<file path="src/rtl/score_keeper_pkg.sv">
// Shared encodings, widths and the score clamp helper for score_keeper.
package score_keeper_pkg;

    localparam int unsigned SCORE_W = 8;
    localparam int unsigned EV_W    = 2;
    localparam int unsigned COMBO_W = 2;

    typedef enum logic [1:0] {
        ST_IDLE = 2'd0,
        ST_PLAY = 2'd1,
        ST_OVER = 2'd2
    } state_e;

    localparam logic [EV_W-1:0] EV_SMALL   = 2'd0;
    localparam logic [EV_W-1:0] EV_BIG     = 2'd1;
    localparam logic [EV_W-1:0] EV_PENALTY = 2'd2;

    // Saturate a signed intermediate into [0, max_val].
    function automatic logic [SCORE_W-1:0] clamp_score(input int val, input int max_val);
        if (val < 0)       return '0;
        if (val > max_val) return SCORE_W'(max_val);
        return SCORE_W'(val);
    endfunction

endpackage

</file>
<file path="src/rtl/score_keeper_if.sv">
// Game-event inputs and score/status outputs between the game logic and score_keeper.
interface score_keeper_if;
    import score_keeper_pkg::*;

    logic               start;
    logic               game_over;
    logic               ev_valid;
    logic [EV_W-1:0]    ev_type;
    logic [SCORE_W-1:0] score;
    logic [SCORE_W-1:0] high_score;
    logic               score_upd;
    logic [1:0]         state;
    logic               new_high;

    modport master (
        output start, game_over, ev_valid, ev_type,
        input  score, high_score, score_upd, state, new_high
    );

    modport slave (
        input  start, game_over, ev_valid, ev_type,
        output score, high_score, score_upd, state, new_high
    );

endinterface

</file>
<file path="src/rtl/score_keeper_combo_timer.sv">
// Combo window timer: holds the multiplier shift for the next scoring event.
// Only instantiated when SCORE_COMBO_EN is defined.
module score_keeper_combo_timer
    import score_keeper_pkg::*;
#(
    parameter int unsigned WINDOW = 1000
) (
    input  logic               clk,
    input  logic               resetn,
    input  logic               hit_i,
    input  logic               miss_i,
    input  logic               clear_i,
    output logic [COMBO_W-1:0] combo_o
);

    localparam int unsigned TMR_W = $clog2(WINDOW + 1);
    localparam logic [COMBO_W-1:0] COMBO_MAX = '1;

    logic [TMR_W-1:0]   timer_q, timer_d;
    logic [COMBO_W-1:0] combo_q, combo_d;

    // combo_q is the shift applied to the next hit; it drops to 0 as the window closes.
    always_comb begin
        timer_d = timer_q;
        combo_d = combo_q;
        if (clear_i || miss_i) begin
            timer_d = '0;
            combo_d = '0;
        end else if (hit_i) begin
            timer_d = TMR_W'(WINDOW);
            combo_d = (combo_q == COMBO_MAX) ? combo_q : combo_q + COMBO_W'(1);
        end else if (timer_q != '0) begin
            timer_d = timer_q - TMR_W'(1);
            if (timer_q == TMR_W'(1)) combo_d = '0;
        end
    end

    always_ff @(posedge clk or negedge resetn) begin
        if (!resetn) begin
            timer_q <= '0;
            combo_q <= '0;
        end else begin
            timer_q <= timer_d;
            combo_q <= combo_d;
        end
    end

    assign combo_o = combo_q;

endmodule

</file>
<file path="src/rtl/score_keeper.sv">
// Clamped running score, session high score and IDLE/PLAY/OVER game FSM.
// Optional combo multiplier enabled by defining SCORE_COMBO_EN.
module score_keeper
    import score_keeper_pkg::*;
#(
    parameter int unsigned MAX_SCORE   = 255,
    parameter int unsigned SMALL_PTS   = 1,
    parameter int unsigned BIG_PTS     = 5,
    parameter int unsigned PENALTY_PTS = 3
`ifdef SCORE_COMBO_EN
    ,
    parameter int unsigned COMBO_WINDOW = 1000
`endif
) (
    input  logic           clk,
    input  logic           resetn,
    score_keeper_if.slave  bus
);

    state_e             state_q, state_d;
    logic [SCORE_W-1:0] score_q, score_d;
    logic [SCORE_W-1:0] high_q, high_d;
    logic               upd_q, upd_d;
    logic               new_high_q, new_high_d;

    logic               ev_accept;
    logic [COMBO_W-1:0] combo;

    // start and game_over both take priority over a same-cycle event.
    assign ev_accept = (state_q == ST_PLAY) && !bus.start && !bus.game_over && bus.ev_valid;

`ifdef SCORE_COMBO_EN
    logic combo_hit, combo_miss, combo_clear;

    assign combo_hit   = ev_accept && ((bus.ev_type == EV_SMALL) || (bus.ev_type == EV_BIG));
    assign combo_miss  = ev_accept && (bus.ev_type == EV_PENALTY);
    assign combo_clear = bus.start || bus.game_over;

    score_keeper_combo_timer #(
        .WINDOW (COMBO_WINDOW)
    ) u_combo_timer (
        .clk     (clk),
        .resetn  (resetn),
        .hit_i   (combo_hit),
        .miss_i  (combo_miss),
        .clear_i (combo_clear),
        .combo_o (combo)
    );
`else
    assign combo = '0;
`endif

    always_comb begin
        state_d    = state_q;
        score_d    = score_q;
        high_d     = high_q;
        new_high_d = new_high_q;

        case (state_q)
            ST_IDLE, ST_OVER: begin
                if (bus.start) begin
                    state_d    = ST_PLAY;
                    score_d    = '0;
                    new_high_d = 1'b0;
                end
            end
            ST_PLAY: begin
                if (bus.start) begin
                    score_d    = '0;
                    new_high_d = 1'b0;
                end else if (bus.game_over) begin
                    state_d = ST_OVER;
                end else if (ev_accept) begin
                    case (bus.ev_type)
                        EV_SMALL:   score_d = clamp_score(int'(score_q) + (int'(SMALL_PTS) << combo),
                                                          int'(MAX_SCORE));
                        EV_BIG:     score_d = clamp_score(int'(score_q) + (int'(BIG_PTS) << combo),
                                                          int'(MAX_SCORE));
                        EV_PENALTY: score_d = clamp_score(int'(score_q) - int'(PENALTY_PTS),
                                                          int'(MAX_SCORE));
                        default:    score_d = score_q;
                    endcase
                end
            end
            default: state_d = ST_IDLE;
        endcase

        // High score follows the new score in the same edge.
        if (score_d > high_q) begin
            high_d     = score_d;
            new_high_d = 1'b1;
        end

        upd_d = (score_d != score_q);
    end

    always_ff @(posedge clk or negedge resetn) begin
        if (!resetn) begin
            state_q    <= ST_IDLE;
            score_q    <= '0;
            high_q     <= '0;
            upd_q      <= 1'b0;
            new_high_q <= 1'b0;
        end else begin
            state_q    <= state_d;
            score_q    <= score_d;
            high_q     <= high_d;
            upd_q      <= upd_d;
            new_high_q <= new_high_d;
        end
    end

    assign bus.score      = score_q;
    assign bus.high_score = high_q;
    assign bus.score_upd  = upd_q;
    assign bus.state      = state_q;
    assign bus.new_high   = new_high_q;

endmodule
</file>
<file path="src/flat_wrapper.sv">
// flat-port wrapper written by rule: the top's interface ports become plain ports
module score_keeper_flat import score_keeper_pkg::*;
#(
    parameter int unsigned MAX_SCORE   = 255,
    parameter int unsigned SMALL_PTS   = 1,
    parameter int unsigned BIG_PTS     = 5,
    parameter int unsigned PENALTY_PTS = 3

)
  (clk, resetn, bus_start, bus_game_over, bus_ev_valid, bus_ev_type, bus_score, bus_high_score, bus_score_upd, bus_state, bus_new_high);
  score_keeper_if bus_i ();
  input  logic clk;
  input  logic resetn;
  input wire logic [$bits(bus_i.start)-1:0] bus_start;
  input wire logic [$bits(bus_i.game_over)-1:0] bus_game_over;
  input wire logic [$bits(bus_i.ev_valid)-1:0] bus_ev_valid;
  input wire logic [$bits(bus_i.ev_type)-1:0] bus_ev_type;
  output wire logic [$bits(bus_i.score)-1:0] bus_score;
  output wire logic [$bits(bus_i.high_score)-1:0] bus_high_score;
  output wire logic [$bits(bus_i.score_upd)-1:0] bus_score_upd;
  output wire logic [$bits(bus_i.state)-1:0] bus_state;
  output wire logic [$bits(bus_i.new_high)-1:0] bus_new_high;
  assign bus_i.start = bus_start;
  assign bus_i.game_over = bus_game_over;
  assign bus_i.ev_valid = bus_ev_valid;
  assign bus_i.ev_type = bus_ev_type;
  assign bus_score = bus_i.score;
  assign bus_high_score = bus_i.high_score;
  assign bus_score_upd = bus_i.score_upd;
  assign bus_state = bus_i.state;
  assign bus_new_high = bus_i.new_high;
  score_keeper #(.MAX_SCORE(MAX_SCORE), .SMALL_PTS(SMALL_PTS), .BIG_PTS(BIG_PTS), .PENALTY_PTS(PENALTY_PTS)) u_core (.clk(clk), .resetn(resetn), .bus(bus_i));
endmodule
</file>
<file path="config.mk">
export PLATFORM = sky130hd
export DESIGN_NAME = score_keeper_flat
export DESIGN_NICKNAME = d
export VERILOG_FILES = /design/src/rtl/score_keeper_pkg.sv /design/src/rtl/score_keeper_if.sv /design/src/rtl/score_keeper_combo_timer.sv /design/src/rtl/score_keeper.sv /design/src/flat_wrapper.sv
export SDC_FILE = /design/constraint.sdc
export NUM_CORES = 1
export LEC_CHECK = 0
export CELL_PAD_IN_SITES_DETAIL_PLACEMENT = 0
export CELL_PAD_IN_SITES_GLOBAL_PLACEMENT = 2
export CORE_ASPECT_RATIO = 0.6
export CORE_MARGIN = 4
export CORE_UTILIZATION = 33
export CTS_BUF_LIST = sky130_fd_sc_hd__clkbuf_4 sky130_fd_sc_hd__clkbuf_8
export CTS_CLUSTER_SIZE = 24
export DETAILED_ROUTE_END_ITERATION = 16
export PLACE_DENSITY = 0.85
export SYNTH_ARGS = -nofsm -noshare
export SYNTH_HDL_FRONTEND = slang
export SYNTH_SLANG_ARGS = --single-unit
</file>
<file path="constraint.sdc">
create_clock -name clk -period 4.3 [get_ports clk]
set_input_delay 1.075 -clock clk [delete_from_list [all_inputs] [get_ports clk]]
set_output_delay 1.075 -clock clk [all_outputs]
set_load 0.1 [all_outputs]
</file>
==> results.sh, run 1 <==
export IMPL_status="finished clean"
export IMPL_portBuffers=26
export IMPL_relSlewSlack_pct=34.8
export IMPL_num_vias=1795
export IMPL_coreArea_sq_mm=0.00513
export IMPL_grt_max_degree=21
export IMPL_cp_required_ns=4.45
export IMPL_ys_ff_latch=20
export IMPL_yosysSeqAreaShare_pct=28.1
export IMPL_fmax_ghz=0.243
export IMPL_clock_sinks=20
export IMPL_synth_commonest_cells="20 x dfrtp_1, 17 x nand2_1, 14 x a21oi_1, 14 x inv_1, 12 x o21ai_0"
export IMPL_synth_cells=210
export IMPL_postCtsSetupBuffers=0
export IMPL_pre_cts_slack_ns=-0.0328
export IMPL_finalPower_mw=1.18
export IMPL_vdd_ir_drop_max_mv=0.252
export IMPL_grt_use_total_pct=16.9
export IMPL_drv_slew=0
export IMPL_fin_crit_ns=4.11
export IMPL_start_util_pct=34.7
export IMPL_drt_pass1_iter_count=5
export IMPL_maxCapViolations=0
export IMPL_fin_ws_ns=0.189
export IMPL_skew_ns=0.00224
export IMPL_hpwlAfterDp_um=4310
export IMPL_yosys_area_top_type="dfrtp_1"
export IMPL_yosys_top_cells_area="dfrtp_1 28%, ha_1 6.3%, mux2_2 5.1%, a21oi_1 3.9%, nand2_1 3.6%"
export IMPL_ys_warn_count=0
export IMPL_async_flop_share_pct=100
export IMPL_met3_usage_pct=5.81
export IMPL_synth_most_common_cell="dfrtp_1"
export IMPL_grt_first_pass_wirelength_um=8830
export IMPL_leakage_nw=0.984
export IMPL_fp_dieH_um=64.9
export IMPL_crit_type="input port to register"
export IMPL_antenna_found_initial=0
export IMPL_period_share_pct=95.6
export IMPL_finalHoldWorstSlack_ns=0.506
export IMPL_ioPinCount=27
export IMPL_via_per_inst=5.70
export IMPL_cts_resized=0
export IMPL_ant_nets=0
export IMPL_synth_flop_cell="dfrtp_1"
export IMPL_wire_per_inst_um=17.4
export IMPL_max_stage_delay_ns=0.59
export IMPL_cts_made_buffers=3
export IMPL_rows=20
export IMPL_drive_gt1_share_pct=18.1
export IMPL_root_buffer="clkbuf_8"
export IMPL_fin_util_pct=44.4
export IMPL_synth_edf_count=0
export IMPL_cp_end_kind="register"
export IMPL_first_iter_violations=298
export IMPL_worstPathArrival_ns=4.26
export IMPL_finalHoldViolCount=0
export IMPL_antennaDiodeCount=0
export IMPL_syn_num_nets=226
export IMPL_power_density_mw_per_mm2=520
export IMPL_worst_path_max_delay_cell="clkdlybuf4s50_1"
export IMPL_totalWireLength_um=5470
export IMPL_grt_pass1_vias=1645
export IMPL_htreeDepth=1
export IMPL_fin_nets=266
export IMPL_die_area_sq_mm=0.00666
export IMPL_fin_area_sq_mm=0.00228
export IMPL_grt_busiest_layer="met1"
export IMPL_insertion_delay_ns=0.26
export IMPL_cts_buffer_depth=2
export IMPL_setup_viol=0
export IMPL_syn_area_per_cell_sq_um=8.47
export IMPL_met2_usage_pct=21.3
export IMPL_worstPathCellList="clkdlybuf4s50_1 > nor2b_1 > a21boi_1 > a211oi_1 > nor4b_1 > buf_4 > a21o_1 > ha_1 > o21ai_0 > a21oi_1 > o21ai_0 > a22oi_1 > buf_4 > mux2_2"
export IMPL_use_met1_pct=27.7
export IMPL_synth_cell_types=60
export IMPL_hold_path_class="register to register"
export IMPL_fp_dieW_um=103
export IMPL_cp_start_kind="input port"
export IMPL_syn_cell_area_sq_mm=0.00178
export IMPL_rsz0062_at_grt="false"
export IMPL_crit_fanout=8
export IMPL_worstMarginPinSlew_ns=0.975
export IMPL_post_route_drc_count=0
export IMPL_gr_total_overflow=0
export IMPL_synth_top_area_share_pct=28.1
export IMPL_synthToLayoutAreaGrowth_pct=28.1
export IMPL_place_area_sq_mm=0.00222
export IMPL_postCtsHoldBufs=0
export IMPL_cts_tree="yes"
export IMPL_clk_pin_slew_ns=0.08
export IMPL_place_congestion=0.915
routing by layer:
layer	vias to the layer above	part of all wire, %
met5	-	0
met4	0	0.055
met3	2	11
met2	77	37
met1	850	52
li1	866	-
power breakdown:
group          switching, mW  total [mW]  internal, mW
combinational          0.509       0.771         0.262
clock                 0.0642       0.146        0.0815
sequential            0.0398       0.268         0.228
total                  0.613        1.18         0.572
registers in the layout (all words and copies together), names as in the netlist:
signal / count
u_core.bus.new_high: 1
u_core.bus.score_upd: 1
u_core.bus.score: 8
u_core.bus.state: 2
u_core.bus.high_score: 8
critical path, delay by kind of cell:
| kind | cells | cell delay, ns |
|---|---|---|
| fa+ha+maj | 1 | 0.15 |
| buf+inv | 3 | 0.99 |
| simple gates | 2 | 0.65 |
| mux | 1 | 0.34 |
| compound gates | 7 | 1.05 |
final timing paths:
kind,startpoint,to,slack (ns),cells past startpoint
worst max-delay path,bus_ev_type[1],u_core.bus.high_score[0],0.19,14
worst min-delay path,u_core.bus.new_high,u_core.bus.new_high,0.51,1
worst max register to register,u_core.bus.score[3],u_core.bus.high_score[0],0.79,13
worst min register to register,u_core.bus.new_high,u_core.bus.new_high,0.51,1
max in group asynchronous,resetn,u_core.bus.high_score[7],2.40,1
min in group asynchronous,resetn,u_core.bus.score[3],1.33,1
layout by cell type (no fill, tap or decap), types with 4 or more instances in the layout:
cell type        Yosys  final
a21o_1               5      5
a21oi_1             14     14
a31oi_1              5      5
and3_1               5      5
buf_4                2     23
clkbuf_8             0      4
clkdlybuf4s50_1      0     26
dfrtp_1             20     20
ha_1                 9      9
inv_1               14     14
mux2_2               8      8
nand2_1             17     17
nand2b_1             4      4
nand3_1              6      6
nor2_1              10     10
nor2b_1              6      6
nor3_1               4      4
nor4_1               4      4
o21ai_0             12     12
area by class of cell:
| type | instances | area (sq um) |
|---|---|---|
| fill | 522 | 2850 |
| multi-input combinational | 162 | 1150 |
| sequential | 20 | 500 |
| timing repair buffer | 49 | 433 |
| tap | 66 | 82.6 |
| clock buffer | 4 | 55.1 |
| inverter | 14 | 52.6 |
logic make-up after synthesis:
family          count (synthesis)  synth area share [%]
xor+xnor                        4                  1.97
buf+inv                        28                  7.25
compound gates                 62                  24.0
flops                          20                  28.1
fa+ha+maj                      10                  6.90
simple gates                   76                  25.5
mux                            10                  6.19
per-stage QoR:
stage / instances / setup TNS (ns)
2_1_floorplan: 210 / 0
3_3_place_gp: 311 / -0.0756
3_5_place_dp: 311 / -0.140
4_1_cts: 315 / 0
5_1_grt: 315 / 0
6_report: 315 / 0
Power figures use the tool's default switching activity.
==> run 2: changes to the inputs <==
CAP_MARGIN = 20   (was default)
==> results.sh, run 2 (synthesized netlist as in run 1, its figures left out) <==
export IMPL_via_per_inst=5.76
export IMPL_coreArea_sq_mm=0.00513
export IMPL_grt_pass1_vias=1645
export IMPL_setup_viol=0
export IMPL_fmax_ghz=0.247
export IMPL_hold_path_class="register to register"
export IMPL_synthToLayoutAreaGrowth_pct=28.9
export IMPL_place_congestion=0.915
export IMPL_vdd_ir_drop_max_mv=0.252
export IMPL_root_buffer="clkbuf_8"
export IMPL_place_inst=311
export IMPL_power_density_mw_per_mm2=517
export IMPL_portBuffers=26
export IMPL_skew_ns=0.00287
export IMPL_insertion_delay_ns=0.26
export IMPL_worstPathArrival_ns=4.19
export IMPL_cp_top_family="compound AO/OA/AOI/OAI gates"
export IMPL_crit_type="input port to register"
export IMPL_htreeDepth=1
export IMPL_die_area_sq_mm=0.00666
export IMPL_clk_pin_slew_ns=0.08
export IMPL_worst_path_max_delay_cell="clkdlybuf4s50_1"
export IMPL_final_common_cell="clkdlybuf4s50_1"
export IMPL_ant_nets=0
export IMPL_ioPinCount=27
export IMPL_post_route_drc_count=0
export IMPL_worstMarginPinSlew_ns=0.975
export IMPL_cts_buffer_depth=2
export IMPL_rsz0062_at_grt="false"
export IMPL_fp_dieH_um=64.9
export IMPL_fin_util_pct=44.7
export IMPL_worstPathCellList="clkdlybuf4s50_1 > nor2b_1 > a21boi_1 > a211oi_1 > nor4b_1 > buf_4 > a21o_1 > ha_1 > o21ai_0 > a21oi_1 > o21ai_0 > a22oi_1 > buf_4 > mux2_2"
export IMPL_crit_buf_inv=3
export IMPL_crit_fanout=8
export IMPL_maxCapViolations=0
export IMPL_finalHoldViolCount=0
export IMPL_fp_dieW_um=103
export IMPL_start_util_pct=34.7
export IMPL_fin_setup_tns_ns=0
export IMPL_rows=20
export IMPL_grt_first_pass_wirelength_um=8830
export IMPL_antennaDiodeCount=0
export IMPL_num_vias=1821
export IMPL_wire_per_inst_um=17.4
export IMPL_grt_use_total_pct=16.9
export IMPL_gr_total_overflow=0
export IMPL_status="finished clean"
export IMPL_layout_cells_non_filler=316
export IMPL_max_stage_delay_ns=0.59
export IMPL_drt_pass1_iter_count=5
export IMPL_cts_made_buffers=3
export IMPL_fin_crit_ns=4.05
export IMPL_cts_tree="yes"
export IMPL_period_share_pct=94.1
export IMPL_first_iter_violations=262
export IMPL_antenna_found_initial=0
export IMPL_cp_required_ns=4.45
export IMPL_fin_nets=267
export IMPL_drv_slew=0
export IMPL_cp_start_kind="input port"
export IMPL_relSlewSlack_pct=34.8
export IMPL_clock_sinks=20
export IMPL_leakage_nw=0.991
export IMPL_final_cell_mix="26 x clkdlybuf4s50_1, 23 x buf_4, 20 x dfrtp_1"
export IMPL_finalHoldWorstSlack_ns=0.506
export IMPL_totalWireLength_um=5500
export IMPL_hpwlAfterDp_um=4310
export IMPL_drive_gt1_share_pct=18.4
export IMPL_grt_max_degree=21
export IMPL_cp_end_kind="register"
run 2: changes by cell type in the layout (fill, tap and decap cells not counted), sizes merged:
cell / change
buf: +1
run 2: routing by layer:
| layer | vias up | track usage (%) | part of all wire, % |
|---|---|---|---|
| met5 | - | 0 | 0 |
| met4 | 0 | 1.45 | 0.15 |
| met3 | 2 | 5.81 | 9.7 |
| met2 | 74 | 21.3 | 37 |
| met1 | 876 | 27.7 | 53 |
| li1 | 869 | - | - |
run 2: area by class of cell:
cell class	instances	area, sq um
fillers	520	2840
multi-input cells	162	1150
flip-flops and latches	20	500
repair buffers	50	448
well taps	66	82.6
clock buffers	4	55.1
inverters	14	52.6
run 2: report_power, final:
group / total, mW / internal, mW / switching, mW
clock: 0.145 / 0.0815 / 0.0638
combinational: 0.772 / 0.263 / 0.509
sequential: 0.268 / 0.228 / 0.0398
total: 1.19 / 0.573 / 0.612
run 2: worst register-to-register path, cell delays in order, from the launching register on:
cell	delay (ns)
dfrtp_1	0.62
nor4_4	0.53
a21boi_1	0.19
a211oi_1	0.25
nor4b_1	0.09
buf_4	0.15
a21o_1	0.18
ha_1	0.30
o21ai_0	0.10
a21oi_1	0.15
o21ai_0	0.09
a22oi_1	0.21
buf_4	0.21
mux2_2	0.34
run 2: path summary, 6_finish.rpt:
kind	slack, ns	depth (start not counted)	to	start
max in group asynchronous	2.91	2	u_core.bus.high_score[7]	resetn
min	0.51	1	u_core.bus.new_high	u_core.bus.new_high
max reg2reg	0.80	13	u_core.bus.high_score[0]	u_core.bus.score[3]
max	0.25	14	u_core.bus.high_score[0]	bus_ev_type[1]
min in group asynchronous	1.01	1	u_core.bus.high_score[3]	resetn
min reg2reg	0.51	1	u_core.bus.new_high	u_core.bus.new_high
run 2: per-stage QoR:
stage          setup slack [ns]  total power, mW  instance area, sq um
4_1_cts                   0.212             1.19                  2270
3_5_place_dp            -0.0328             1.04                  2220
5_1_grt                  0.0552             1.26                  2290
6_report                  0.253             1.19                  2290
2_1_floorplan             0.529            0.809                  1780
3_3_place_gp            -0.0156             1.03                  2220
run 2: repair_timing:
action	4_1_cts	5_1_grt
setup endpoints to repair	0	5
setup buffers	0	0
resized for setup	0	2
hold buffers	0	0
